**config.mk**
```make
export PLATFORM = sky130hd
export DESIGN_NAME = imem_loader
export DESIGN_NICKNAME = d
export VERILOG_FILES = /design/src/rtl/imem_loader.sv
export SDC_FILE = /design/constraint.sdc
export NUM_CORES = 1
export LEC_CHECK = 0
export ABC_AREA = 1
export CAP_MARGIN = 20
export CORE_UTILIZATION = 26
export CTS_BUF_LIST = sky130_fd_sc_hd__clkbuf_8
export DETAILED_ROUTE_END_ITERATION = 8
export DONT_BUFFER_PORTS = 1
export PLACE_DENSITY = 0.35
export SYNTH_ARGS = -nofsm -noshare
export SYNTH_HDL_FRONTEND = slang
export SYNTH_SLANG_ARGS = --single-unit
export TNS_END_PERCENT = 10
```
**constraint.sdc**
```tcl
create_clock -name clk -period 1.9 [get_ports clk]
set_input_delay 0.38 -clock clk [delete_from_list [all_inputs] [get_ports clk]]
set_output_delay 0.38 -clock clk [all_outputs]
set_load 0.03 [all_outputs]
```
**src/rtl/imem_loader.sv**
```systemverilog
// imem_loader: boot-time instruction memory writer.
// Takes a framed byte stream (LEN_LO, LEN_HI, 4*N data bytes, CSUM),
// assembles little-endian words and writes them to consecutive word
// addresses. The CPU stays held until a checksum-verified image is in.
module imem_loader #(
    parameter int WIDTH = 32,
    parameter int DEPTH = 1024
) (
    input  logic             clk,
    input  logic             rst,
    input  logic             start,
    input  logic             byte_valid,
    input  logic [7:0]       byte_data,
    output logic             byte_ready,
    output logic             wr_en,
    output logic [WIDTH-1:0] wr_addr,
    output logic [WIDTH-1:0] wr_data,
    output logic             cpu_hold,
    output logic             done,
    output logic             error
);

    typedef enum logic [2:0] {
        S_IDLE, S_LEN0, S_LEN1, S_DATA, S_CSUM, S_DONE, S_ERR
    } state_t;

    // 17 bits so a 16-bit length can be compared without overflow
    localparam logic [16:0] DEPTH_L = 17'(DEPTH);

    state_t      state;
    logic [7:0]  len_lo;
    logic [15:0] len;
    logic [1:0]  bcnt;
    logic [15:0] wcnt;
    logic [23:0] asm_q;   // first three bytes of the word being assembled
    logic [7:0]  csum;
    logic        xfer;

    assign xfer = byte_valid && byte_ready;

    // Loader FSM; every output is a register updated here
    always_ff @(posedge clk) begin
        if (rst) begin
            state      <= S_IDLE;
            byte_ready <= 1'b0;
            wr_en      <= 1'b0;
            wr_addr    <= '0;
            wr_data    <= '0;
            cpu_hold   <= 1'b1;
            done       <= 1'b0;
            error      <= 1'b0;
            len_lo     <= '0;
            len        <= '0;
            bcnt       <= '0;
            wcnt       <= '0;
            asm_q      <= '0;
            csum       <= '0;
        end else begin
            wr_en <= 1'b0;
            case (state)
                S_IDLE, S_DONE, S_ERR: begin
                    if (start) begin
                        bcnt       <= '0;
                        wcnt       <= '0;
                        csum       <= '0;
                        byte_ready <= 1'b1;
                        cpu_hold   <= 1'b1;
                        done       <= 1'b0;
                        error      <= 1'b0;
                        state      <= S_LEN0;
                    end
                end
                S_LEN0: begin
                    if (xfer) begin
                        len_lo <= byte_data;
                        state  <= S_LEN1;
                    end
                end
                S_LEN1: begin
                    if (xfer) begin
                        len <= {byte_data, len_lo};
                        if ({byte_data, len_lo} == 16'd0) begin
                            state <= S_CSUM;
                        end else if ({1'b0, byte_data, len_lo} > DEPTH_L) begin
                            // oversize image: refuse before any write
                            byte_ready <= 1'b0;
                            error      <= 1'b1;
                            state      <= S_ERR;
                        end else begin
                            state <= S_DATA;
                        end
                    end
                end
                S_DATA: begin
                    if (xfer) begin
                        csum <= csum ^ byte_data;
                        bcnt <= bcnt + 2'd1;
                        if (bcnt == 2'd3) begin
                            wr_en   <= 1'b1;
                            wr_data <= {byte_data, asm_q};
                            wr_addr <= WIDTH'(wcnt);
                            wcnt    <= wcnt + 16'd1;
                            if (wcnt == len - 16'd1)
                                state <= S_CSUM;
                        end else begin
                            asm_q <= {byte_data, asm_q[23:8]};
                        end
                    end
                end
                S_CSUM: begin
                    if (xfer) begin
                        byte_ready <= 1'b0;
                        if (byte_data == csum) begin
                            done     <= 1'b1;
                            cpu_hold <= 1'b0;
                            state    <= S_DONE;
                        end else begin
                            error <= 1'b1;
                            state <= S_ERR;
                        end
                    end
                end
                default: state <= S_IDLE;
            endcase
        end
    end

endmodule

```
==> impl_metrics.csv <==
group,metric,value,unit
route,vias,5169,
floorplanning,die_w,152,um
placement,hpwl,12.1,mm
global_routing,top_usage_layer,"met2",
pwr,intPower,4840,uW
pwr,vdd_ir_drop_max,429,uV
sta,holdWs,74.0,ps
pwr,cellLeakagePower,0.00320,uW
route,drcViolationCount,5,
clock_network,cts_sinks,130,
placement,placed_cells,1092,
yosys,synth-simple-area-share,27.4,%
global_routing,globalRoute.totalOverflow,0,
route,wire_per_inst,15.4,um
sta,setup_viol,0,
outcome,status,"finished, violations left",
yosys,synth_top_family_by_area,"simple AND/OR/NAND/NOR gates",
critical_path,endpoint_kind,"flop",
yosys,synth_seq_area_share,44.4,%
sta,grt_setup_unrepaired,"true",
critical_path,cp_top_family,"simple AND/OR/NAND/NOR gates",
clock_network,cts_tree,"done",
yosys,synth.distinct_cells,34,
global_routing,grt_use_met1,20.1,%
yosys,synth_top_cell_by_area,"dfxtp_1",
global_routing,grt_pass1_wl,27.7,mm
final_layout,drive_gt1_share,16.7,%
yosys,ys_ff_latch,130,
global_routing,met2_usage,24.8,%
sta,max_freq,0.550,GHz
critical_path,critPathArrivalTime,2200,ps
sta,finalHoldViolCount,0,
critical_path,slowest_stage,"dfxtp_2",
yosys,syn_inst,821,
clock_network,clk_latency,440,ps
clock_network,numCtsBuffers,17,
sta,relSlewSlack,44.3,%
critical_path,worstSetupPathType,"flop to flop",
final_layout,fin_util,31.4,%
final_layout,nets,859,
outcome,failed_checks,"DRC",
final_layout,fillers,2367,
pwr,p_clk_share,32.1,%
placement,gp_congestion,0.831,
critical_path,crit_buf_inv,1,
yosys,synth_adder_area_share,0.640,%
floorplanning,dieArea,0.0232,mm2
placement,io_buffers,0,
floorplanning,start_util,26.7,%
sta,finalWorstSetupSlack,82.8,ps
yosys,synth_top_cell_area_share,44.4,%
placement,post-place-ws,-106,ps
yosys,synth.area.mux_share,0,%
floorplanning,die_h,152,um
final_layout,final_cell_mix,"nor2_1, dfxtp_1, o21ai_0",
pwr,p_per_area,1080,mW/mm2
route,drtAntennaViolNets,0,
floorplanning,rows,54,
critical_path,worst_path_most_repeated_cell,"nand2_1",
final_layout,diodes,0,
clock_network,path_clk_slew,80,ps
floorplanning,io_pins,81,
pwr,switchingPower,2600,uW
yosys,yosys_warnings,0,
yosys,syn_avg_cell_area,7.15,um2
floorplanning,core,0.0220,mm2
critical_path,crit_path_max_incr_delay,340,ps
pwr,swShare,35.0,%
final_layout,area_delta_synth_final,17.4,%
pwr,power,7440,uW
global_routing,antenna_found_initial,0,
pwr,pwr-share-seq,40.3,%
global_routing,grt_max_degree,101,
global_routing,grt_usage,15.3,%
sta,worst_pin_slew,833,ps
sta,period_minus_slack,1820,ps
critical_path,path_max_fanout,4,
critical_path,cp-start-kind,"flop",
yosys,synthesis.area,0.00587,mm2
clock_network,cts_buffer_depth,2,
route,wirelength,17.5,mm
sta,final_max_slew_viol_count,0,
critical_path,cp_data_required_time,2280,ps
pwr,comb_power_share,27.6,%
yosys,synth_compound_area_share,15.1,%
sta,clock_skew,14.5,ps
route,dr.pass1.iters,7,
sta,period_share,95.6,%
clock_network,h-tree-depth,4,
route,first_iter_violations,271,
yosys,synth_xor_area_share,3.88,%
global_routing,first_global_vias,5032,
route,vias_per_cell,4.55,
final_layout,layoutNonFillerInstCount,1137,
critical_path,cp_cell_sequence,"inv_2 > ha_4 > nand2_2 > nor2_4 > nand3_2 > nand2_1 > nand2_1 > nor2_1 > nand2_1 > nor2_1 > nand3_1 > nand2_2 > nand3_2 > nand2_1 > nand2_1 > nor2_1",
clock_network,cts_root_buffer,"clkbuf_8",
global_routing,met3_usage,4.04,%
final_layout,final_common_cell,"nor2_1",
flow_run,maxCapViolCount,0,
yosys,synth_area_leaders,"dfxtp_1, nor2_1, o21ai_0, nand2_1, a21oi_1",
min_path,holdCritPathClass,"input port to flop",
[registers in the layout, summed over array words and instances (netlist names)]
| name | count |
|---|---|
| csum | 8 |
| error | 1 |
| byte_ready | 1 |
| state | 3 |
| wr_data | 32 |
| wr_en | 1 |
| done | 1 |
| wcnt | 16 |
| len | 16 |
| cpu_hold | 1 |
| len_lo | 8 |
| asm_q | 24 |
| bcnt | 2 |
| wr_addr | 16 |
[per-layer routing]
layer | vias up | part of all wire (%)
li1 | 2651 | -
met1 | 2418 | 48
met2 | 93 | 47
met3 | 7 | 4.1
met4 | 0 | 0.56
met5 | - | 0
[area by class of cell]
type	instances	area (um2)	area share (%)
clock buffer	19	262	3.80
inverter	57	220	3.20
sequential	130	2620	38.1
tap	280	350	5.08
multi-input combinational	596	2940	42.7
timing repair buffer	41	352	5.10
timing repair inverter	1	7.51	0.109
clock inverter	13	135	1.96
[cell families (layout without fill, tap and decap cells)]
kind of cell | count (synthesis) | after routing
flip-flops | 130 | 130
AO/OA/AOI/OAI | 173 | 173
XOR/XNOR | 26 | 26
adder cells (fa/ha/maj) | 3 | 3
AND/OR/NAND/NOR | 378 | 378
buffers and inverters | 110 | 131
other | 1 | 16
[cell usage after synthesis, drive strengths merged]
cell and count:
nor2 209, dfxtp 130, nand2 114, o21ai 113, inv 57, a21oi 56, nand3 33, clkbuf 28
buf 25, xor2 19, nor3 14, xnor2 7, nand4 5, ha 3, nand3b 3, o211ai 2
conb 1, o211a 1, o21a 1
[power groups by stage]
stage / Sequential, uW / Combinational, uW / Clock (uW)
after global placement: 3040 / 1750 / 0
after detailed placement: 3040 / 1750 / 0
after floorplan: 3020 / 1320 / 0
final: 3000 / 2050 / 2390
after CTS: 2990 / 1840 / 2490
after global routing: 3020 / 2290 / 2610
[worst paths after layout]
check | endpoint | start | slack (ps) | depth (start not counted)
worst max-delay path | state[1] | len[1] | 80 | 16
worst max register to register | state[1] | len[1] | 80 | 16
worst min-delay path | asm_q[18] | byte_data[2] | 70 | 2
worst min register to register | csum[1] | csum[1] | 480 | 2
[per-stage QoR]
step | instance area, um2 | setup TNS, ps
finish | 6890 | 0
global route | 6890 | -790
CTS | 6710 | -12.6
detailed placement | 6250 | -253
global placement | 6250 | -190
floorplan | 5920 | 0
[timing repair]
action | 4_1_cts | 5_1_grt
pin swaps | 6 | 20
setup endpoints to repair | 8 | 30
gates cloned | 0 | 1
hold endpoints to repair | 17 | 0
setup buffers | 3 | 8
hold buffers | 1 | 0
resized for setup | 9 | 47
Power figures use the tool's default switching activity.
